===== config.mk =====
export PLATFORM = sky130hd
export DESIGN_NAME = serial_subtractor
export DESIGN_NICKNAME = d
export VERILOG_FILES = /design/src/rtl/serial_subtractor.sv
export SDC_FILE = /design/constraint.sdc
export NUM_CORES = 1
export LEC_CHECK = 0
export ABC_AREA = 1
export CAP_MARGIN = 15
export CORE_ASPECT_RATIO = 1.75
export CORE_MARGIN = 4
export CORE_UTILIZATION = 40
export DETAILED_ROUTE_END_ITERATION = 10
export PLACE_DENSITY = 0.76
export SLEW_MARGIN = 10
export SYNTH_ARGS = -nofsm -noshare
export SYNTH_HDL_FRONTEND = slang
export SYNTH_SLANG_ARGS = --single-unit

===== constraint.sdc =====
create_clock -name clk -period 1.2 [get_ports clk]
set_clock_uncertainty 0.1 [all_clocks]
set_input_delay 0.24 -clock clk [delete_from_list [all_inputs] [get_ports clk]]
set_output_delay 0.24 -clock clk [all_outputs]
set_load 0.05 [all_outputs]

===== src/rtl/serial_subtractor.sv =====
// Bit-serial two's-complement subtractor (diff = a - b, LSB first) using one full-subtractor cell.
// Optional SERIAL_SUBTRACTOR_ADD_MODE_EN adds a 'mode' input selecting a + b (carry on bout).
module serial_subtractor #(
  parameter int unsigned WIDTH = 8
) (
  input  logic             clk,
  input  logic             rst,
  input  logic             start,
`ifdef SERIAL_SUBTRACTOR_ADD_MODE_EN
  input  logic             mode,
`endif
  input  logic [WIDTH-1:0] a,
  input  logic [WIDTH-1:0] b,
  output logic             busy,
  output logic             done,
  output logic [WIDTH-1:0] diff,
  output logic             bout
);

  localparam int unsigned CntW = $clog2(WIDTH) + 1;

  typedef enum logic [1:0] {StIdle, StShift, StDone} state_e;

  state_e           r_state;
  state_e           w_state_next;
  logic [WIDTH-1:0] r_a;
  logic [WIDTH-1:0] r_b;
  logic [WIDTH-1:0] r_diff;
  logic [CntW-1:0]  r_count;
  logic             r_borrow;
  logic             r_bout;
  logic             w_load;
  logic             w_last;
  logic             w_x;
  logic             w_y;
  logic             w_d;
  logic             w_br_next;
`ifdef SERIAL_SUBTRACTOR_ADD_MODE_EN
  logic             r_mode;
`endif

  // A new operation may be loaded from IDLE or directly from DONE.
  assign w_load = start && ((r_state == StIdle) || (r_state == StDone));
  assign w_last = (r_count == CntW'(WIDTH - 1));

  always_comb begin
    w_x       = r_a[0];
    w_y       = r_b[0];
    w_d       = w_x ^ w_y ^ r_borrow;
    w_br_next = (~w_x & w_y) | (~(w_x ^ w_y) & r_borrow);
`ifdef SERIAL_SUBTRACTOR_ADD_MODE_EN
    if (r_mode) begin
      w_br_next = (w_x & w_y) | (r_borrow & (w_x ^ w_y));
    end
`endif
  end

  always_ff @(posedge clk or posedge rst) begin
    if (rst) begin
      r_state <= StIdle;
    end else begin
      r_state <= w_state_next;
    end
  end

  always_comb begin
    w_state_next = r_state;
    unique case (r_state)
      StIdle:  if (start) w_state_next = StShift;
      StShift: if (w_last) w_state_next = StDone;
      StDone:  w_state_next = start ? StShift : StIdle;
      default: w_state_next = StIdle;
    endcase
  end

  always_comb begin
    busy = (r_state == StShift);
    done = (r_state == StDone);
    diff = r_diff;
    bout = r_bout;
  end

  always_ff @(posedge clk or posedge rst) begin
    if (rst) begin
      r_a      <= '0;
      r_b      <= '0;
      r_diff   <= '0;
      r_count  <= '0;
      r_borrow <= 1'b0;
      r_bout   <= 1'b0;
`ifdef SERIAL_SUBTRACTOR_ADD_MODE_EN
      r_mode   <= 1'b0;
`endif
    end else if (w_load) begin
      r_a      <= a;
      r_b      <= b;
      r_diff   <= '0;
      r_count  <= '0;
      r_borrow <= 1'b0;
      r_bout   <= 1'b0;
`ifdef SERIAL_SUBTRACTOR_ADD_MODE_EN
      r_mode   <= mode;
`endif
    end else if (r_state == StShift) begin
      r_a      <= r_a >> 1;
      r_b      <= r_b >> 1;
      r_diff   <= {w_d, r_diff[WIDTH-1:1]};
      r_borrow <= w_br_next;
      r_count  <= r_count + CntW'(1);
      if (w_last) begin
        r_bout <= w_br_next;
      end
    end
  end

endmodule


==> metrics <==
clock sinks 32; clk_lat worst skew 290 ps; Peak supply drop 1.95 mV; max cap viols 0; Int Power 0.00441 W; Cell Area, Synth 0.00147 sq mm; Post-DRT Antenna Nets 0; synthesis-to-layout area growth 71.6%; total congestion overflow 0; CP Data Arrival Time 1090 ps; share of cells above drive strength 1 0.379; flip-flop and latch area 801 sq um; kind of critical path flop to primary output; Final GP Congestion 0.782; Synth Net Count 207; fillers 220; Hold Vio Cnt, Final 0; Critical Path Start r_state[0]$_DFFE_PP0P_; CTS tree built; top cell type's share of synthesized area 0.547; drt wl/cell 16.9 um; Clock Power Share 0.132; chip width 53.8 um; Starting Density 0.422; Critical Path Sink Type primary output; Max Clk Rate 700 MHz; Final Setup Violations 41; unique cell type count in the Yosys netlist 18; CTS buffer count 5; num rows 28; First DRT Iteration DRCs 48; CP max FO 3; Inserted Diodes 0; failing checks negative setup slack; ranking of synthesized cells by area dfrtp_1, nand2_1, inv_1; Synth Register Bits 32; Post-synth EDFFs 0; Clock Path Buffers 2; Startpoint Class flop; worst setup margin -228 ps; Avg Cell Area, Syn 7.88 sq um; pwr/cell area 3090 mW/mm^2; routed wire length 4800 um; Gate Count Post-Synth 186; Pre-antenna DRT Iters 4; die area 0.00473 sq mm; fin util 0.725; H-tree Lvls 2; Final Critical Period 1430 ps; die height 88.1 um; combinational power share 0.605; r2r setup slk -220 ps; root buffer cell clkbuf_8; top_reg_cell synth dfrtp_1; cell with the most instances after synthesis nand2_1; hold crit path type input port to async pin; pin count of the biggest net entering global routing 33; Clock transition at path regs 70 ps; Post-synth ARST share 1.00; R2R cell count 3; Vias 1439; global-route wire length before repair 6090 um; critical path endpoint done; io pins 30; RSZ-0062 raised after global routing true; Leak 1.28 nW; I/O Buffers 29; Inst Count DP 265; nets 260; area of the multi-input gates 701 sq um; GRT Total Usage 0.181; net switching power 0.00337 W; slew margin rel. 0.849; top post-synthesis cells by count nand2_1, dfrtp_1, inv_1; initial antenna violation count 0; Synth Warn # 0; r2r startpoint r_a[0]$_DFFE_PP0P_; cell taking the most area after synthesis dfrtp_1; reg-to-reg endpoint diff[7]$_DFFE_PP0P_; Period Utilization, post-route 1.19; status finished with violations; worst slew pin tran 226 ps; WP data required 860 ps; final-report max-slew violation count 0; hpwl dp 2280 um; setup TNS -4600 ps; Core ar. 0.00347 sq mm; power share of the sequential group 0.263; number of vias per cell 5.05; Hold WS 181 ps; Switching Share 0.433; Post-Layout Cell Count 285; Residual DRC 0; via count of the first global-routing pass 1423; sequential fraction of the synthesis area 0.547
flip-flops by register name, summed over array words and instances, names as in the netlist:
name and cells:
r_borrow 1, diff 8, r_a 8, r_b 8, r_count 4, bout 1, r_state 2
worst max-delay path: stages (launching register included):
cell     delay [ps]
dfrtp_1         420
buf_6           140
nor2_4           90
buf_12          140
area by class of cell:
cell class	instances	area share
inverter	31	0.0523
timing repair buffer	52	0.285
tap	45	0.0224
clock inverter	2	0.0139
multi-input combinational	117	0.279
clock buffer	6	0.0289
sequential	32	0.319
worst min path at each step:
stage                                      to  slack, ps  cells past startpoint
final                     diff[1]$_DFFE_PP0P_        180                      3
after global routing      diff[1]$_DFFE_PP0P_        200                      3
after CTS                 diff[1]$_DFFE_PP0P_        190                      3
after detailed placement   r_a[4]$_DFFE_PP0P_        370                      2
after global placement     r_b[7]$_DFFE_PP0P_        360                      2
after floorplan              bout$_DFFE_PP0P_        260                      1
cells in the final DEF (no fill, tap or decap), types with 2 or more instances in the layout:
cell,Yosys,routed
buf_12,0,14
buf_4,3,9
buf_6,1,5
buf_8,0,2
clkbuf_16,0,3
clkbuf_8,0,5
clkdlybuf4s50_1,0,18
dfrtp_1,32,32
inv_1,28,25
inv_2,3,4
inv_8,0,2
nand2_1,90,64
nand2_2,1,23
nand2_4,1,3
nand2_8,0,2
nor2_2,0,3
nor2_4,0,3
o21ai_0,4,2
o21ai_1,1,2
o22ai_2,0,6
metrics by stage:
step | power (W) | instance area (sq um) | worst slack [ps]
after floorplan | 0.00370 | 1470 | 2.40
after global placement | 0.00500 | 2010 | -218
after detailed placement | 0.00512 | 2010 | -226
after CTS | 0.00675 | 2280 | -231
after global routing | 0.00817 | 2510 | -274
final | 0.00778 | 2510 | -228
power groups by stage:
stage / clock network, W / logic (W) / registers (W)
finish: 0.00102 / 0.00471 / 0.00205
global route: 0.00110 / 0.00500 / 0.00208
CTS: 0.00103 / 0.00379 / 0.00192
detailed placement: 0 / 0.00319 / 0.00192
global placement: 0 / 0.00310 / 0.00190
floorplan: 0 / 0.00144 / 0.00226
timing repair:
item | 4_1_cts | 5_1_grt
pin swaps | 4 | 7
gates cloned | 2 | 3
hold buffers | 0 | 0
buffers inserted | 5 | 7
endpoints found under the hold margin | 0 | 0
resized for setup | 17 | 58
endpoints found under the setup margin | 27 | 43
metal layers:
layer / vias up / GRT usage / wire length [um]
met2: 54 / 0.305 / 2700
met3: 23 / 0.0460 / 197
li1: 660 / - / -
met4: 0 / 0.105 / 323
met1: 702 / 0.197 / 1590
met5: - / 0 / 0
cell families after synthesis:
group	count (synthesis)	share of synthesized area
AND/OR/NAND/NOR	102	0.272
adder cells (fa/ha/maj)	2	0.0222
flip-flops	32	0.547
AO/OA/AOI/OAI	13	0.0504
buffers and inverters	37	0.109
Note: power is estimated with default switching activity, not from simulation.
